### src/rtl/bus_mux_reg_if.sv
// rtl/bus_mux_reg_if.sv - bus source / registered bus bundle for bus_mux_reg
// Purpose: groups the source words, drive enables, error clear and the
//   registered bus plus conflict status into one port.
// Signals:
//   src_data        flattened source words, source i at [i*WIDTH +: WIDTH]
//   src_out         per-source drive enables
//   err_clr         synchronous clear of conflict_sticky / conflict_cnt
//   bus_out         registered bus value
//   bus_valid       bus_out was driven by a source last cycle
//   bus_sel         index of the driving source, all-ones when idle
//   conflict        last cycle had two or more enables
//   conflict_sticky conflict seen since the last clear/err_clr
//   conflict_cnt    saturating count of conflict cycles
// Modports: master = source/consumer side, slave = bus_mux_reg.
interface bus_mux_reg_if #(
  parameter int WIDTH   = 32,
  parameter int NUM_SRC = 24,
  parameter int SEL_W   = 5,
  parameter int CNT_W   = 8
);
  logic [NUM_SRC*WIDTH-1:0] src_data;
  logic [NUM_SRC-1:0]       src_out;
  logic                     err_clr;
  logic [WIDTH-1:0]         bus_out;
  logic                     bus_valid;
  logic [SEL_W-1:0]         bus_sel;
  logic                     conflict;
  logic                     conflict_sticky;
  logic [CNT_W-1:0]         conflict_cnt;

  modport master (
    output src_data, src_out, err_clr,
    input  bus_out, bus_valid, bus_sel, conflict, conflict_sticky, conflict_cnt
  );

  modport slave (
    input  src_data, src_out, err_clr,
    output bus_out, bus_valid, bus_sel, conflict, conflict_sticky, conflict_cnt
  );
endinterface

### src/rtl/bus_mux_reg.sv
// rtl/bus_mux_reg.sv - registered priority bus multiplexer with conflict tracking
// Purpose: selects the lowest-index requesting source onto a registered bus
//   (one cycle latency) and reports multi-driver conflicts.
// Ports:
//   clock   rising-edge clock
//   clear   asynchronous active-high reset
//   bus_if  bus_mux_reg_if.slave (sources in, registered bus/status out)
module bus_mux_reg #(
  parameter int WIDTH   = 32,
  parameter int NUM_SRC = 24,
  parameter int SEL_W   = 5,
  parameter int HOLD_EN = 1,
  parameter int CNT_W   = 8
) (
  input  logic           clock,
  input  logic           clear,
  bus_mux_reg_if.slave   bus_if
);

  localparam logic [SEL_W-1:0] SEL_IDLE = '1;
  localparam logic [CNT_W-1:0] CNT_MAX  = '1;

  // Encoder outputs
  logic [SEL_W-1:0] enc_sel;
  logic [WIDTH-1:0] enc_data;
  logic             enc_any;
  logic             enc_multi;

  // State
  logic [WIDTH-1:0] bus_q, bus_d;
  logic             valid_q, valid_d;
  logic [SEL_W-1:0] sel_q, sel_d;
  logic             conflict_q, conflict_d;
  logic             sticky_q, sticky_d;
  logic [CNT_W-1:0] cnt_q, cnt_d;
  logic [CNT_W-1:0] cnt_base;

  // Lowest-index priority: the first set bit wins; any later set bit
  // marks a multi-driver cycle. Data is picked inside the loop so an idle
  // select code never indexes past the source array.
  always_comb begin
    enc_sel   = SEL_IDLE;
    enc_data  = '0;
    enc_any   = 1'b0;
    enc_multi = 1'b0;
    for (int i = 0; i < NUM_SRC; i++) begin
      if (bus_if.src_out[i]) begin
        if (enc_any) begin
          enc_multi = 1'b1;
        end else begin
          enc_any  = 1'b1;
          enc_sel  = SEL_W'(i);
          enc_data = bus_if.src_data[i*WIDTH +: WIDTH];
        end
      end
    end
  end

  always_comb begin
    bus_d      = bus_q;
    valid_d    = enc_any;
    sel_d      = SEL_IDLE;
    conflict_d = enc_multi;
    sticky_d   = sticky_q;
    cnt_d      = cnt_q;
    cnt_base   = cnt_q;

    if (enc_any) begin
      bus_d = enc_data;
      sel_d = enc_sel;
    end else if (HOLD_EN == 0) begin
      bus_d = '0;
    end

    // err_clr clears first, then a conflict in the same cycle sets again,
    // so a coincident clear and conflict leaves sticky=1, cnt=1.
    if (bus_if.err_clr) begin
      sticky_d = 1'b0;
      cnt_base = '0;
      cnt_d    = '0;
    end
    if (enc_multi) begin
      sticky_d = 1'b1;
      cnt_d    = (cnt_base == CNT_MAX) ? cnt_base : cnt_base + 1'b1;
    end
  end

  always_ff @(posedge clock or posedge clear) begin
    if (clear) begin
      bus_q      <= '0;
      valid_q    <= 1'b0;
      sel_q      <= SEL_IDLE;
      conflict_q <= 1'b0;
      sticky_q   <= 1'b0;
      cnt_q      <= '0;
    end else begin
      bus_q      <= bus_d;
      valid_q    <= valid_d;
      sel_q      <= sel_d;
      conflict_q <= conflict_d;
      sticky_q   <= sticky_d;
      cnt_q      <= cnt_d;
    end
  end

  assign bus_if.bus_out         = bus_q;
  assign bus_if.bus_valid       = valid_q;
  assign bus_if.bus_sel         = sel_q;
  assign bus_if.conflict        = conflict_q;
  assign bus_if.conflict_sticky = sticky_q;
  assign bus_if.conflict_cnt    = cnt_q;

endmodule

### src/flat_wrapper.sv
// flat-port wrapper written by rule: the top's interface ports become plain ports
module bus_mux_reg_flat 
#(
  parameter int WIDTH   = 32,
  parameter int NUM_SRC = 24,
  parameter int SEL_W   = 5,
  parameter int HOLD_EN = 1,
  parameter int CNT_W   = 8
)
  (clock, clear, bus_if_src_data, bus_if_src_out, bus_if_err_clr, bus_if_bus_out, bus_if_bus_valid, bus_if_bus_sel, bus_if_conflict, bus_if_conflict_sticky, bus_if_conflict_cnt);
  bus_mux_reg_if #(.WIDTH(WIDTH), .NUM_SRC(NUM_SRC), .SEL_W(SEL_W), .CNT_W(CNT_W)) bus_if_i ();
  input  logic clock;
  input  logic clear;
  input wire logic [$bits(bus_if_i.src_data)-1:0] bus_if_src_data;
  input wire logic [$bits(bus_if_i.src_out)-1:0] bus_if_src_out;
  input wire logic [$bits(bus_if_i.err_clr)-1:0] bus_if_err_clr;
  output wire logic [$bits(bus_if_i.bus_out)-1:0] bus_if_bus_out;
  output wire logic [$bits(bus_if_i.bus_valid)-1:0] bus_if_bus_valid;
  output wire logic [$bits(bus_if_i.bus_sel)-1:0] bus_if_bus_sel;
  output wire logic [$bits(bus_if_i.conflict)-1:0] bus_if_conflict;
  output wire logic [$bits(bus_if_i.conflict_sticky)-1:0] bus_if_conflict_sticky;
  output wire logic [$bits(bus_if_i.conflict_cnt)-1:0] bus_if_conflict_cnt;
  assign bus_if_i.src_data = bus_if_src_data;
  assign bus_if_i.src_out = bus_if_src_out;
  assign bus_if_i.err_clr = bus_if_err_clr;
  assign bus_if_bus_out = bus_if_i.bus_out;
  assign bus_if_bus_valid = bus_if_i.bus_valid;
  assign bus_if_bus_sel = bus_if_i.bus_sel;
  assign bus_if_conflict = bus_if_i.conflict;
  assign bus_if_conflict_sticky = bus_if_i.conflict_sticky;
  assign bus_if_conflict_cnt = bus_if_i.conflict_cnt;
  bus_mux_reg #(.WIDTH(WIDTH), .NUM_SRC(NUM_SRC), .SEL_W(SEL_W), .HOLD_EN(HOLD_EN), .CNT_W(CNT_W)) u_core (.clock(clock), .clear(clear), .bus_if(bus_if_i));
endmodule
### config.mk
export PLATFORM = sky130hd
export DESIGN_NAME = bus_mux_reg_flat
export DESIGN_NICKNAME = d
export VERILOG_FILES = /design/src/rtl/bus_mux_reg_if.sv /design/src/rtl/bus_mux_reg.sv /design/src/flat_wrapper.sv
export SDC_FILE = /design/constraint.sdc
export NUM_CORES = 1
export LEC_CHECK = 0
export CELL_PAD_IN_SITES_DETAIL_PLACEMENT = 0
export CELL_PAD_IN_SITES_GLOBAL_PLACEMENT = 2
export CORE_AREA = 2 2 330 332
export CTS_BUF_LIST = sky130_fd_sc_hd__clkbuf_8
export DETAILED_ROUTE_END_ITERATION = 12
export DIE_AREA = 0 0 332 334
export PLACE_DENSITY = 0.63
export SYNTH_ARGS = -nofsm -noshare
export SYNTH_HDL_FRONTEND = slang
export SYNTH_SLANG_ARGS = --single-unit
### constraint.sdc
create_clock -name clock -period 1.5 [get_ports clock]
set_input_delay 0.375 -clock clock [delete_from_list [all_inputs] [get_ports clock]]
set_output_delay 0.375 -clock clock [all_outputs]
set_load 0.005 [all_outputs]
; Yosys cells after proc, flatten, opt, wreduce, memory -nomap -nowiden
; Index checks and enable logic that the tools add are counted.
[word_totals]
regBits = 48
output_inout_bits = 48
input_bits = 795
wordCells = 179
[classes]
muxes = 170
n_eq_ne = 1
reduce_logical = 1
addsub = 1
[ops]
columns = operator, count
row1 = 2-to-1 mux 32 bit, 47
row2 = 2-to-1 mux 5 bit, 48
row3 = 2-to-1 mux 1 bit, 72
row4 = 2-to-1 mux 8 bit, 3
row5 = "adder 8 x 1 -> 8 bit, second input constant", 1
row6 = "equality test 8 bit, second input constant", 1
row7 = nonzero test 2 bit, 1

; Depth between registers and ports, before layout
; Gate-level depths: netlist (run 1).
[logic_depth]
word_depth = 48
mapped_depth = 12
ltp_nobuf = 8

; Worst setup path after synthesis (run 1)
; Ideal clock, no wire load.
[synth_timing]
path_kind = input to register
startpoint = in bus_if_src_out[2]
endpoint = reg u_core.cnt_q[3], in the netlist u_core.bus_if.conflict_cnt[3]
path_buffers = 3
required_ps = 1375
path_slack_ps = -1309
cell_stages = 11
arrival_ps = 2684
setup_time_ps = 125
path_cell_list = buf_6 > or4_1 > buf_2 > nor3_4 > nand2_2 > maj3_1 > a21oi_1 > o211ai_1 > buf_2 > nand3_1 > mux2_2
[synth_between]
elab_chain_cells = 44
word_cells_on_any_way = 65
cone_classes = mux (65)
[synth_lines]
columns = element, line_no
row1 = "start, declared", flat_wrapper.sv:15  ; input wire logic [$bits(bus_if_i.src_out)-1:0] bus_if_src_out;
row2 = 2-to-1 mux 1 bit, bus_mux_reg.sv:47  ; if (bus_if.src_out[i]) begin
row3 = 2-to-1 mux 1 bit, bus_mux_reg.sv:48  ; if (enc_any) begin
row4 = 2-to-1 mux 1 bit, bus_mux_reg.sv:47
row5 = 2-to-1 mux 1 bit, bus_mux_reg.sv:48
row6 = 2-to-1 mux 1 bit, bus_mux_reg.sv:47
row7 = 2-to-1 mux 1 bit, bus_mux_reg.sv:48
row8 = 2-to-1 mux 1 bit, bus_mux_reg.sv:47
row9 = 2-to-1 mux 1 bit, bus_mux_reg.sv:48
row10 = (+30 left out), -
row11 = 2-to-1 mux 1 bit, bus_mux_reg.sv:47
row12 = 2-to-1 mux 1 bit, bus_mux_reg.sv:48
row13 = 2-to-1 mux 1 bit, bus_mux_reg.sv:47
row14 = 2-to-1 mux 1 bit, bus_mux_reg.sv:48
row15 = 2-to-1 mux 1 bit (*), bus_mux_reg.sv:47
row16 = net u_core.conflict_d, bus_mux_reg.sv:33  ; logic conflict_q, conflict_d;
row17 = 2-to-1 mux 8 bit (*), bus_mux_reg.sv:82  ; if (enc_multi) begin
row18 = net u_core.cnt_d[3], bus_mux_reg.sv:35  ; logic [CNT_W-1:0] cnt_q, cnt_d;
row19 = "end signal, assigned", bus_mux_reg.sv:102  ; cnt_q <= cnt_d;
row20 = "end, declared", bus_mux_reg.sv:35
; The timed path passes the listed nets; every way through them passes the cells marked *.
; A chain may end at the register's enable or synchronous reset.

; Worst setup path in the final report (run 1)
[layout_timing]
startpoint = in bus_if_src_out[2]
endpoint = reg u_core.bus_q[20], in the netlist u_core.bus_if.bus_out[20]
[layout_between]
elab_chain_cells = 43
word_cells_on_any_way = 65
cone_classes = mux (65)
[layout_lines]
columns = element, line_no
row1 = 2-to-1 mux 32 bit or 2-to-1 mux 1 bit (tied branches), bus_mux_reg.sv:47
row2 = 2-to-1 mux 32 bit, bus_mux_reg.sv:48
row3 = 2-to-1 mux 32 bit, bus_mux_reg.sv:47
row4 = 2-to-1 mux 32 bit, bus_mux_reg.sv:48
row5 = 2-to-1 mux 32 bit, bus_mux_reg.sv:47
row6 = 2-to-1 mux 32 bit, bus_mux_reg.sv:48
row7 = 2-to-1 mux 32 bit, bus_mux_reg.sv:47
row8 = 2-to-1 mux 32 bit, bus_mux_reg.sv:48
row9 = (+27 left out), -
row10 = 2-to-1 mux 32 bit, bus_mux_reg.sv:48
row11 = 2-to-1 mux 32 bit, bus_mux_reg.sv:47
row12 = 2-to-1 mux 32 bit, bus_mux_reg.sv:48
row13 = 2-to-1 mux 32 bit, bus_mux_reg.sv:47
row14 = 2-to-1 mux 32 bit, bus_mux_reg.sv:48
row15 = 2-to-1 mux 32 bit, bus_mux_reg.sv:47
row16 = 2-to-1 mux 32 bit, bus_mux_reg.sv:48
row17 = 2-to-1 mux 32 bit, bus_mux_reg.sv:47
row18 = "end signal, assigned", bus_mux_reg.sv:97  ; bus_q <= bus_d;
row19 = "end, declared", bus_mux_reg.sv:30  ; logic [WIDTH-1:0] bus_q, bus_d;
; Several ways; a longest one is shown, not always the timed one.

==> results.json, run 1 <==
{
  "synth_largest_area_cell": "dfrtp_1",
  "yosysSeqAreaShare_pct": 13.2,
  "dpl_cell_area_sq_mm": 0.0230,
  "antenna_found_initial": 61,
  "hold_class": "input port to async pin",
  "antenna_left": 0,
  "areaGrowthSynthToFinish_pct": 185,
  "die_area_sq_mm": 0.111,
  "worstPathArrival_ps": 2790,
  "powerDensity_mw_per_mm2": 323,
  "synth_top_area_share_pct": 11.8,
  "yosysWarnings": 0,
  "core_sq_mm": 0.108,
  "synth_area_per_cell_sq_um": 6.51,
  "yosysUniqueCellTypes": 75,
  "worst_ep_required_time_ps": 1760,
  "grt_pass1_vias": 18700,
  "postSynthCellCount": 1405,
  "critPathSlowestCell": "or4_4",
  "whs_ps": 450,
  "p_comb_share_pct": 68.0,
  "max-clock-path-buffers": 2,
  "worst_pin_slew_ps": 848,
  "drt_iter0_markers": 1527,
  "start_util_pct": 8.49,
  "wl_per_cell_um": 32.7,
  "mostFrequentLayoutCells": "clkdlybuf4s50_1 (771), buf_4 (436), nand2_1 (162)",
  "grt-ovfl-total": 0,
  "mostFrequentLayoutCell": "clkdlybuf4s50_1",
  "crit_type": "input port to register",
  "synthesis.nets": 2201,
  "regArea_sq_mm": 0.00122,
  "synth_top_flop_cell": "dfrtp_1",
  "end_kind": "register",
  "critPathLaunchType": "input port",
  "min_period_ps": 2530,
  "die_x_um": 332,
  "synth_seq_cells": 48,
  "nets": 3477,
  "worstPathCellList": "buf_12, buf_8, or4_4, buf_8, nor2_4, buf_6, o21ai_4, buf_6, a21oi_4, a21oi_4, a221oi_4, buf_4, o21ai_2, o21a_1",
  "clkTransAtPathRegs_ps": 140,
  "cap_violations": 0,
  "synth_edf_count": 0,
  "grt_setup_unrepaired": "true",
  "n_fill_cell": 11900,
  "irDropWorstVdd_mv": 0.331,
  "pre_cts_ws_ps": -2880,
  "fp.dieH_um": 334,
  "crit_fanout": 6,
  "fin_skew_ps": 2.92,
  "multi_input_comb_area_sq_mm": 0.00916,
  "seqPwrFrac_pct": 17.8,
  "worst-path-buf-inv": 6,
  "cts_sinks": 48,
  "slowest_delay_ps": 500,
  "grt_pass1_wl_mm": 172,
  "synthTopCellsByArea": "dfrtp_1 (12%), a21oi_1 (11%), nand2_1 (7.2%)",
  "clockPowerShare_pct": 14.3,
  "htreeDepth": 2,
  "async_flop_share_pct": 100,
  "viasPerCell": 4.39,
  "violations": "setup timing",
  "drc": 0,
  "row_count": 121,
  "final_max_slew_viol_count": 0,
  "layout-drive-gt1-share_pct": 33.6,
  "dp_hpwl_mm": 117,
  "synth.cell_area_sq_mm": 0.00915,
  "fmax_mhz": 396,
  "swShare_pct": 39.0,
  "cts_tree": "built",
  "crit_family": "compound AO/OA/AOI/OAI gates",
  "grt_max_degree": 49,
  "fin_crit_sh_pct": 168,
  "ff2ff_setup_slack_ps": -550,
  "grt.total_usage_pct": 23.0,
  "design_area_sq_mm": 0.0261,
  "power_leakage_uw": 0.0101,
  "setup_tns_ps": -41060,
  "setup_viol": 49,
  "root_buffer": "clkbuf_8",
  "insertion_delay_ps": 360,
  "p_int_uw": 5150,
  "slew_headroom_pct": 43.5,
  "port_buffers": 842,
  "hold_viol": 0,
  "vias": 18000,
  "drt-pass1-iter-count": 5,
  "drt-total-wl_mm": 134,
  "io_pins": 843,
  "outcome": "finished, violations left",
  "cts_buffers": 5,
  "holdBufCountCts": 0,
  "gp_congestion": 0.942,
  "p_switching_uw": 3280,
  "fin_ws_ps": -1030
}
==> cells by family after synthesis <==
kind of cell / after synthesis / share of synthesized area, %
AO/OA/AOI/OAI: 680 / 50.2
AND/OR/NAND/NOR: 465 / 24.5
buffers and inverters: 167 / 7.10
flip-flops: 48 / 13.2
multiplexers: 40 / 4.43
adder cells (fa/ha/maj): 4 / 0.465
XOR/XNOR: 1 / 0.0958
==> final cells by class <==
cell class	count	share of cell area, %
Antenna cell	13	0.125
Multi-Input combinational cell	1190	35.1
Timing Repair Buffer	1412	52.5
Tap cell	1414	6.79
Clock buffer	5	0.264
Clock inverter	3	0.178
Sequential cell	48	4.67
Inverter	24	0.374
==> Yosys cell counts, types with 23 or more instances <==
cell	number
nor2_1	109
o221ai_1	32
a221o_1	25
o21ai_0	106
nand2_1	175
inv_1	23
dfrtp_1	43
o22ai_1	36
clkbuf_1	110
mux2i_1	36
a22oi_1	52
nor2b_1	25
nand3_1	29
o211ai_1	27
a221oi_1	56
a21oi_1	209
==> worst reg2reg max path, delay by kind of cell (launching register included) <==
family	cells	cell delay (ps)
and+or+nand+nor	3	400
AOI/OAI and AO/OA	4	780
DFF	1	460
muxes	1	310
==> final timing paths <==
check                                         startpoint                       endpoint  depth (start not counted)
setup / recovery                       bus_if_src_out[2]      u_core.bus_if.bus_out[20]                         14
setup reg to reg               u_core.bus_if.bus_out[28]      u_core.bus_if.bus_out[28]                          8
hold reg to reg            u_core.bus_if.conflict_sticky  u_core.bus_if.conflict_sticky                          1
min in group clock                     bus_if_src_out[7]       u_core.bus_if.bus_sel[1]                          4
max in group asynchronous                          clear       u_core.bus_if.bus_sel[0]                          3
hold / removal                                     clear       u_core.bus_if.bus_out[7]                          3
==> power groups by stage <==
stage                     combinational (uW)  clock (uW)  sequential [uW]
final                                   5730        1200             1500
after detailed placement                5340           0             1530
after global routing                    6000        1260             1510
after floorplan                         1120           0             1490
after CTS                               5670        1240             1500
after global placement                  5350           0             1540
==> timing repair <==
action	CTS	global route
setup endpoints to repair	96	53
cloned	1	1
setup buffers	92	27
pin swaps	113	66
gates resized for setup	499	126
==> layer usage <==
metal / share of wire, % / track usage, % / up-vias
li1: - / - / 8120
met1: 39 / 27.0 / 8835
met2: 51 / 42.2 / 864
met3: 7.3 / 5.40 / 154
met4: 1.9 / 4.84 / 52
met5: 0.24 / 0 / -
==> state kept, by name, indices dropped and copies added (netlist names) <==
register / count
u_core.bus_if.conflict_cnt: 8
u_core.bus_if.bus_out: 32
u_core.bus_if.bus_valid: 1
u_core.bus_if.conflict: 1
u_core.bus_if.conflict_sticky: 1
u_core.bus_if.bus_sel: 5
==> metrics by stage <==
step           instances  power [uW]  utilization, %
2_1_floorplan       1405        2610               -
3_3_place_gp        3993        6890            21.4
3_5_place_dp        3993        6870            21.4
4_1_cts             4082        8400            23.5
5_1_grt             4105        8770            24.2
6_report            4109        8430            24.2
(Power assumes the default switching activity.)
==> inputs of run 2 (changes only) <==
--- a/config.mk
+++ b/config.mk
@@ -7,11 +7,11 @@
 export LEC_CHECK = 0
 export CELL_PAD_IN_SITES_DETAIL_PLACEMENT = 0
 export CELL_PAD_IN_SITES_GLOBAL_PLACEMENT = 2
-export CORE_AREA = 2 2 330 332
+export CORE_AREA = 2 2 326 328
 export CTS_BUF_LIST = sky130_fd_sc_hd__clkbuf_8
 export DETAILED_ROUTE_END_ITERATION = 12
-export DIE_AREA = 0 0 332 334
-export PLACE_DENSITY = 0.63
+export DIE_AREA = 0 0 328 330
+export PLACE_DENSITY = 0.62
 export SYNTH_ARGS = -nofsm -noshare
 export SYNTH_HDL_FRONTEND = slang
 export SYNTH_SLANG_ARGS = --single-unit
==> constraint.sdc (replaced) <==
create_clock -name clock -period 3.25 [get_ports clock]
set_input_delay 0.8125 -clock clock [delete_from_list [all_inputs] [get_ports clock]]
set_output_delay 0.8125 -clock clock [all_outputs]
set_load 0.005 [all_outputs]
==> run 2 against run 1 <==
Against the previous run: the flow now finishes without violations; first-iteration DRC count decreased by 9.4%; sequential share of layout area increased by 0.60 points; cell count decreased by 4.6%; setup slack improved by 1100 ps; non-clock buffer count decreased by 167; clock power decreased by 54%; core utilization decreased by 2.3 points; clock-buffer cell count unchanged; power decreased by 57%; via count decreased by 5.3%.
==> results.json, run 2 (same netlist as run 1, synthesis figures left out) <==
{
  "min_period_ps": 3200,
  "antenna_found_initial": 46,
  "layout-drive-gt1-share_pct": 20.9,
  "ff2ff_setup_slack_ps": 1250,
  "cts_sinks": 48,
  "worst_ep_required_time_ps": 3530,
  "whs_ps": 534,
  "nets": 3310,
  "power_leakage_uw": 0.00871,
  "clkTransAtPathRegs_ps": 120,
  "row_count": 119,
  "hold_viol": 0,
  "r2r-end": "u_core.bus_if.bus_out[28]",
  "areaGrowthSynthToFinish_pct": 151,
  "drt_iter0_markers": 1383,
  "n_fill_cell": 11800,
  "final_util_pct": 21.9,
  "end_kind": "register",
  "crit_fanout": 8,
  "final_max_slew_viol_count": 0,
  "dp_hpwl_mm": 114,
  "grt_pass1_wl_mm": 163,
  "multi_input_comb_area_sq_mm": 0.00771,
  "start_util_pct": 8.74,
  "htreeDepth": 2,
  "irDropWorstVdd_mv": 0.147,
  "fin_skew_ps": 8.26,
  "mostFrequentLayoutCells": "clkdlybuf4s50_1 (824), buf_4 (345), a21oi_1 (200)",
  "setup_tns_ps": 0,
  "die_area_sq_mm": 0.108,
  "fin_ws_ps": 50.9,
  "hold_start": "u_core.bus_if.conflict_sticky",
  "die_x_um": 328,
  "core_sq_mm": 0.105,
  "outcome": "finished clean",
  "mostFrequentLayoutCell": "clkdlybuf4s50_1",
  "r2r_cells": 9,
  "fp.dieH_um": 330,
  "drc": 0,
  "worst_pin_slew_ps": 828,
  "insertion_delay_ps": 380,
  "crit_type": "input port to register",
  "max-clock-path-buffers": 2,
  "fin_crit_sh_pct": 98.4,
  "regArea_sq_mm": 0.00121,
  "powerDensity_mw_per_mm2": 158,
  "wl_per_cell_um": 32.7,
  "root_buffer": "clkbuf_8",
  "r2r-start": "u_core.bus_if.bus_out[28]",
  "antenna_left": 0,
  "grt_setup_unrepaired": "false",
  "whs_path_depth": 1,
  "hold_class": "register to register",
  "setup_viol": 0,
  "cts_tree": "built",
  "drt-pass1-iter-count": 5,
  "pre_cts_ws_ps": -1150,
  "gp_congestion": 0.913,
  "fmax_mhz": 313,
  "critPathLaunchType": "input port",
  "worstPathArrival_ps": 3470,
  "grt_max_degree": 47,
  "port_buffers": 842,
  "dpl_cell_area_sq_mm": 0.0223,
  "hold_end": "u_core.bus_if.conflict_sticky",
  "largest_reg_flops": 32,
  "grt.total_usage_pct": 22.4,
  "io_pins": 843,
  "slew_headroom_pct": 44.8,
  "startpoint": "bus_if_src_out[3]",
  "grt_pass1_vias": 17800,
  "vias": 17100,
  "drt-total-wl_mm": 128,
  "cap_violations": 0,
  "grt-ovfl-total": 0,
  "viasPerCell": 4.35,
  "design_area_sq_mm": 0.0229,
  "cts_buffers": 5
}
run 2: cell types whose count changed in the layout (fill, tap and decap cells not counted), moves of 18 or more:
cell	previous run	this run
o21ai_2	23	2
clkdlybuf4s50_1	771	824
buf_6	73	11
a21oi_1	156	200
a21oi_4	18	0
dlygate4sd2_1	26	3
o21ai_0	68	98
buf_4	436	345
a21oi_2	35	9
run 2: stage by stage:
| step | total power, uW | cells |
|---|---|---|
| final | 3630 | 3920 |
| after CTS | 3660 | 3902 |
| after global routing | 3780 | 3912 |
| after detailed placement | 3050 | 3886 |
| after global placement | 3060 | 3886 |
| after floorplan | 1190 | 1405 |
run 2: layout make-up:
cell class | count | share of cell area [%]
multi-input cells | 1190 | 33.6
diodes | 14 | 0.153
well taps | 1391 | 7.59
inverters | 24 | 0.393
flip-flops and latches | 48 | 5.27
repair buffers | 1245 | 52.5
clock buffers | 5 | 0.300
clock inverters | 3 | 0.169
run 2: per-layer routing:
| layer | up-vias | part of all wire [%] | GRT usage [%] |
|---|---|---|---|
| li1 | 7767 | - | - |
| met1 | 8302 | 40 | 27.0 |
| met2 | 868 | 51 | 40.7 |
| met3 | 101 | 7.8 | 5.38 |
| met4 | 32 | 1.5 | 3.74 |
| met5 | - | 0.15 | 0 |
run 2: power by group:
group / total (uW) / internal (uW) / switching (uW)
sequential: 698 / 646 / 51.8
combinational: 2390 / 1370 / 1020
clock: 548 / 228 / 320
total: 3630 / 2240 / 1390
run 2: worst max path at each step:
stage               depth (start not counted)                            end
global route                               16       u_core.bus_if.bus_out[1]
floorplan                                  11  u_core.bus_if.conflict_cnt[3]
CTS                                        11      u_core.bus_if.bus_out[19]
finish                                     11      u_core.bus_if.bus_out[25]
detailed placement                         14      u_core.bus_if.bus_out[15]
global placement                           14      u_core.bus_if.bus_out[15]
run 2: timing repair:
action / 4_1_cts / 5_1_grt
hold buffers: 0 / 0
gates resized for setup: 74 / 38
gates cloned: 1 / 0
pin swaps: 12 / 16
setup endpoints to repair: 41 / 38
setup buffers: 8 / 5
run 2: critical path: stages:
cell and delay [ps]:
clkdlybuf4s15_2 210, buf_6 120, buf_4 150, nor4b_2 170
buf_4 200, a221o_1 360, or4_1 660, a211oi_1 280
or2_1 170, nand3b_1 80, a31o_2 250
==> RTL edit 1: new RTL, settings of run 1 <==
`CNT_W` is set to 8 in 3 places; all go to 12.
--- a/src/rtl/bus_mux_reg_if.sv
+++ b/src/rtl/bus_mux_reg_if.sv
@@ -16,7 +16,7 @@
   parameter int WIDTH   = 32,
   parameter int NUM_SRC = 24,
   parameter int SEL_W   = 5,
-  parameter int CNT_W   = 8
+  parameter int CNT_W   = 12
 );
   logic [NUM_SRC*WIDTH-1:0] src_data;
   logic [NUM_SRC-1:0]       src_out;
--- a/src/rtl/bus_mux_reg.sv
+++ b/src/rtl/bus_mux_reg.sv
@@ -10,7 +10,7 @@
   parameter int NUM_SRC = 24,
   parameter int SEL_W   = 5,
   parameter int HOLD_EN = 1,
-  parameter int CNT_W   = 8
+  parameter int CNT_W   = 12
 ) (
   input  logic           clock,
   input  logic           clear,
--- a/src/flat_wrapper.sv
+++ b/src/flat_wrapper.sv
@@ -5,7 +5,7 @@
   parameter int NUM_SRC = 24,
   parameter int SEL_W   = 5,
   parameter int HOLD_EN = 1,
-  parameter int CNT_W   = 8
+  parameter int CNT_W   = 12
 )
   (clock, clear, bus_if_src_data, bus_if_src_out, bus_if_err_clr, bus_if_bus_out, bus_if_bus_valid, bus_if_bus_sel, bus_if_conflict, bus_if_conflict_sticky, bus_if_conflict_cnt);
   bus_mux_reg_if #(.WIDTH(WIDTH), .NUM_SRC(NUM_SRC), .SEL_W(SEL_W), .CNT_W(CNT_W)) bus_if_i ();
Ports: changed (resized bus_if_conflict_cnt); port bits go from 843 to 847. No check against the original RTL was run, so the function may have changed too.
==> RTL edit 1 against run 1 <==
The flow still finishes with violations (negative setup slack); synthesized area increased by 1.2%; power grew 0.77%; critical path depth is 3 lower; critical path type unchanged; hold slack got worse by 0.24 ns; clock skew is 0.0013 ns lower; wire length up 1.8%; cell count grew 1.2%; register-to-register slack gained 0.05 ns; final area up 1.1%; sequential share of layout area increased by 0.32 points; count of clock-buffer cells in the layout grew 2; worst setup slack got worse by 0.16 ns; sequential cell count up 4; die area unchanged.
==> RTL edit 1: results (changes against run 1) <==
[placed_design]
portBuffers = 846  ; +0.48%
dp_slack_ns = -2.63  ; +0.249 ns
dp_hpwl_um = 120000  ; +2.8%
finalWeightedCongestion = 0.915  ; -2.9%

[yosys]
synth_xor_area_share_pct = 0.284  ; +0.19 points
synth_fa_ha_area_share_pct = 0.798  ; +0.33 points
synthArstFlopShare_pct = 100  ; unchanged
synthMuxAreaShare_pct = 4.69  ; +0.26 points
yosys-top-cells-area = dfrtp_1 13%, a21oi_1 8.0%, nand2_1 6.8%
synth-compound-area-share_pct = 47.1  ; -3.1 points
ys_top_cells_by_count = 168 x nand2_1, 168 x nor2_1, 147 x a21oi_1
ys_seq_area_share_pct = 14.1  ; +0.93 points
syn_nets = 2212  ; +0.50%

[cells_and_area]
seq_share_pct = 4.99  ; +0.32 points
final-clk-cell-share_pct = 0.380  ; -0.062 points
multi_input_area_um2 = 9210  ; +0.56%
multi_input_gates = 1205  ; +1.3%
drive_gt1_share_pct = 33.2  ; -0.38 points
inverters = 26  ; +8.3%
fin_nets = 3517  ; +1.2%
area_share_nonclk_buffers_pct = 52.4  ; -0.081 points
clock_buffer_count = 7  ; +2
signal_buffers = 1431  ; +1.3%

[clock_tree]
clk_pin_slew_ns = 0.12  ; -0.02 ns
clock_sinks = 52  ; +8.3%
postCtsResizedCells = 621  ; +24%
clockBufferDepth = 2  ; unchanged

[detailed_routing]
routed-wl-met2_um = 70300  ; +2.4%
wl_met3_um = 9150  ; -6.7%
drt_wl_total_um = 137000  ; +1.8%
first_pass_iters = 7  ; +2
drtIter0Drc = 1331  ; -13%
vias = 18100  ; +0.62%
met1_length_um = 53900  ; +1.4%

[pwr]
total_leakage_power_uw = 0.0103  ; +2.1%
peakVddDrop_uv = 295  ; -11%

[global_routing]
met2_usage_pct = 44.0  ; +1.8 points
antenna_found_initial = 58  ; -4.9%
use_met3_pct = 4.89  ; -0.52 points
grt_max_degree = 44  ; -10%
grt_usage_pct = 23.6  ; +0.59 points
grt_pass1_vias = 18700  ; +0.091%
grt_pass1_wl_um = 175000  ; +1.7%
grt_util_met1_pct = 27.5  ; +0.52 points

[worst_setup_path]
max_stage_delay_ns = 0.59  ; +0.09 ns
worstSetupStartpoint = bus_if_src_out[0]
crit_path_max_fanout = 7  ; +1
critPathArrivalTime_ns = 2.95  ; +0.16 ns
regToRegSetupSlack_ns = -0.50  ; +0.05 ns
timing.rr.end = u_core.bus_if.conflict_cnt[9]
critical_path.top_delay_family = simple AND/OR/NAND/NOR gates
crit_end = u_core.bus_if.conflict_cnt[9]
reg2reg_from = u_core.bus_if.conflict_cnt[0]

[sta]
postLayoutSetupSlackWorst_ns = -1.19  ; -0.160 ns
worstMarginPinSlew_ns = 0.726  ; -0.122 ns
skew_ns = 0.00164  ; -0.00129 ns
setup_viol = 51  ; +4.1%
finalHoldWorstSlack_ns = 0.213  ; -0.236 ns

[status]
status = finished, violations left
violations = negative setup slack

## RTL edit 1: cell count changes after synthesis, moves of 8 or more
cell      delta
a32oi_1     +11
buf_2        -8
nor3_1      +23
a221oi_1    -14
o22ai_1     +10
o21ai_0     -19
a311oi_1    -11
a21oi_1     -62
nor4_1       -8
nor2_1      +59
o31ai_1     +11
## RTL edit 1: stage by stage
| step | utilization (%) | power (µW) | TNS (ns) | instance area [µm²] | cells |
|---|---|---|---|---|---|
| CTS | 23.8 | 8510 | -49.32 | 25600 | 4110 |
| floorplan | - | 2720 | -64.36 | 9350 | 1416 |
| detailed placement | 21.3 | 6960 | -111.59 | 22900 | 4019 |
| finish | 24.4 | 8500 | -51.60 | 26300 | 4157 |
| global route | 24.4 | 8850 | -53.47 | 26300 | 4145 |
| global placement | 21.3 | 6970 | -109.78 | 22900 | 4019 |
## RTL edit 1: report_power, final
part | internal (µW) | total [µW] | switching, µW
clock | 420 | 1120 | 702
sequential | 1510 | 1610 | 95.4
combinational | 3260 | 5770 | 2510
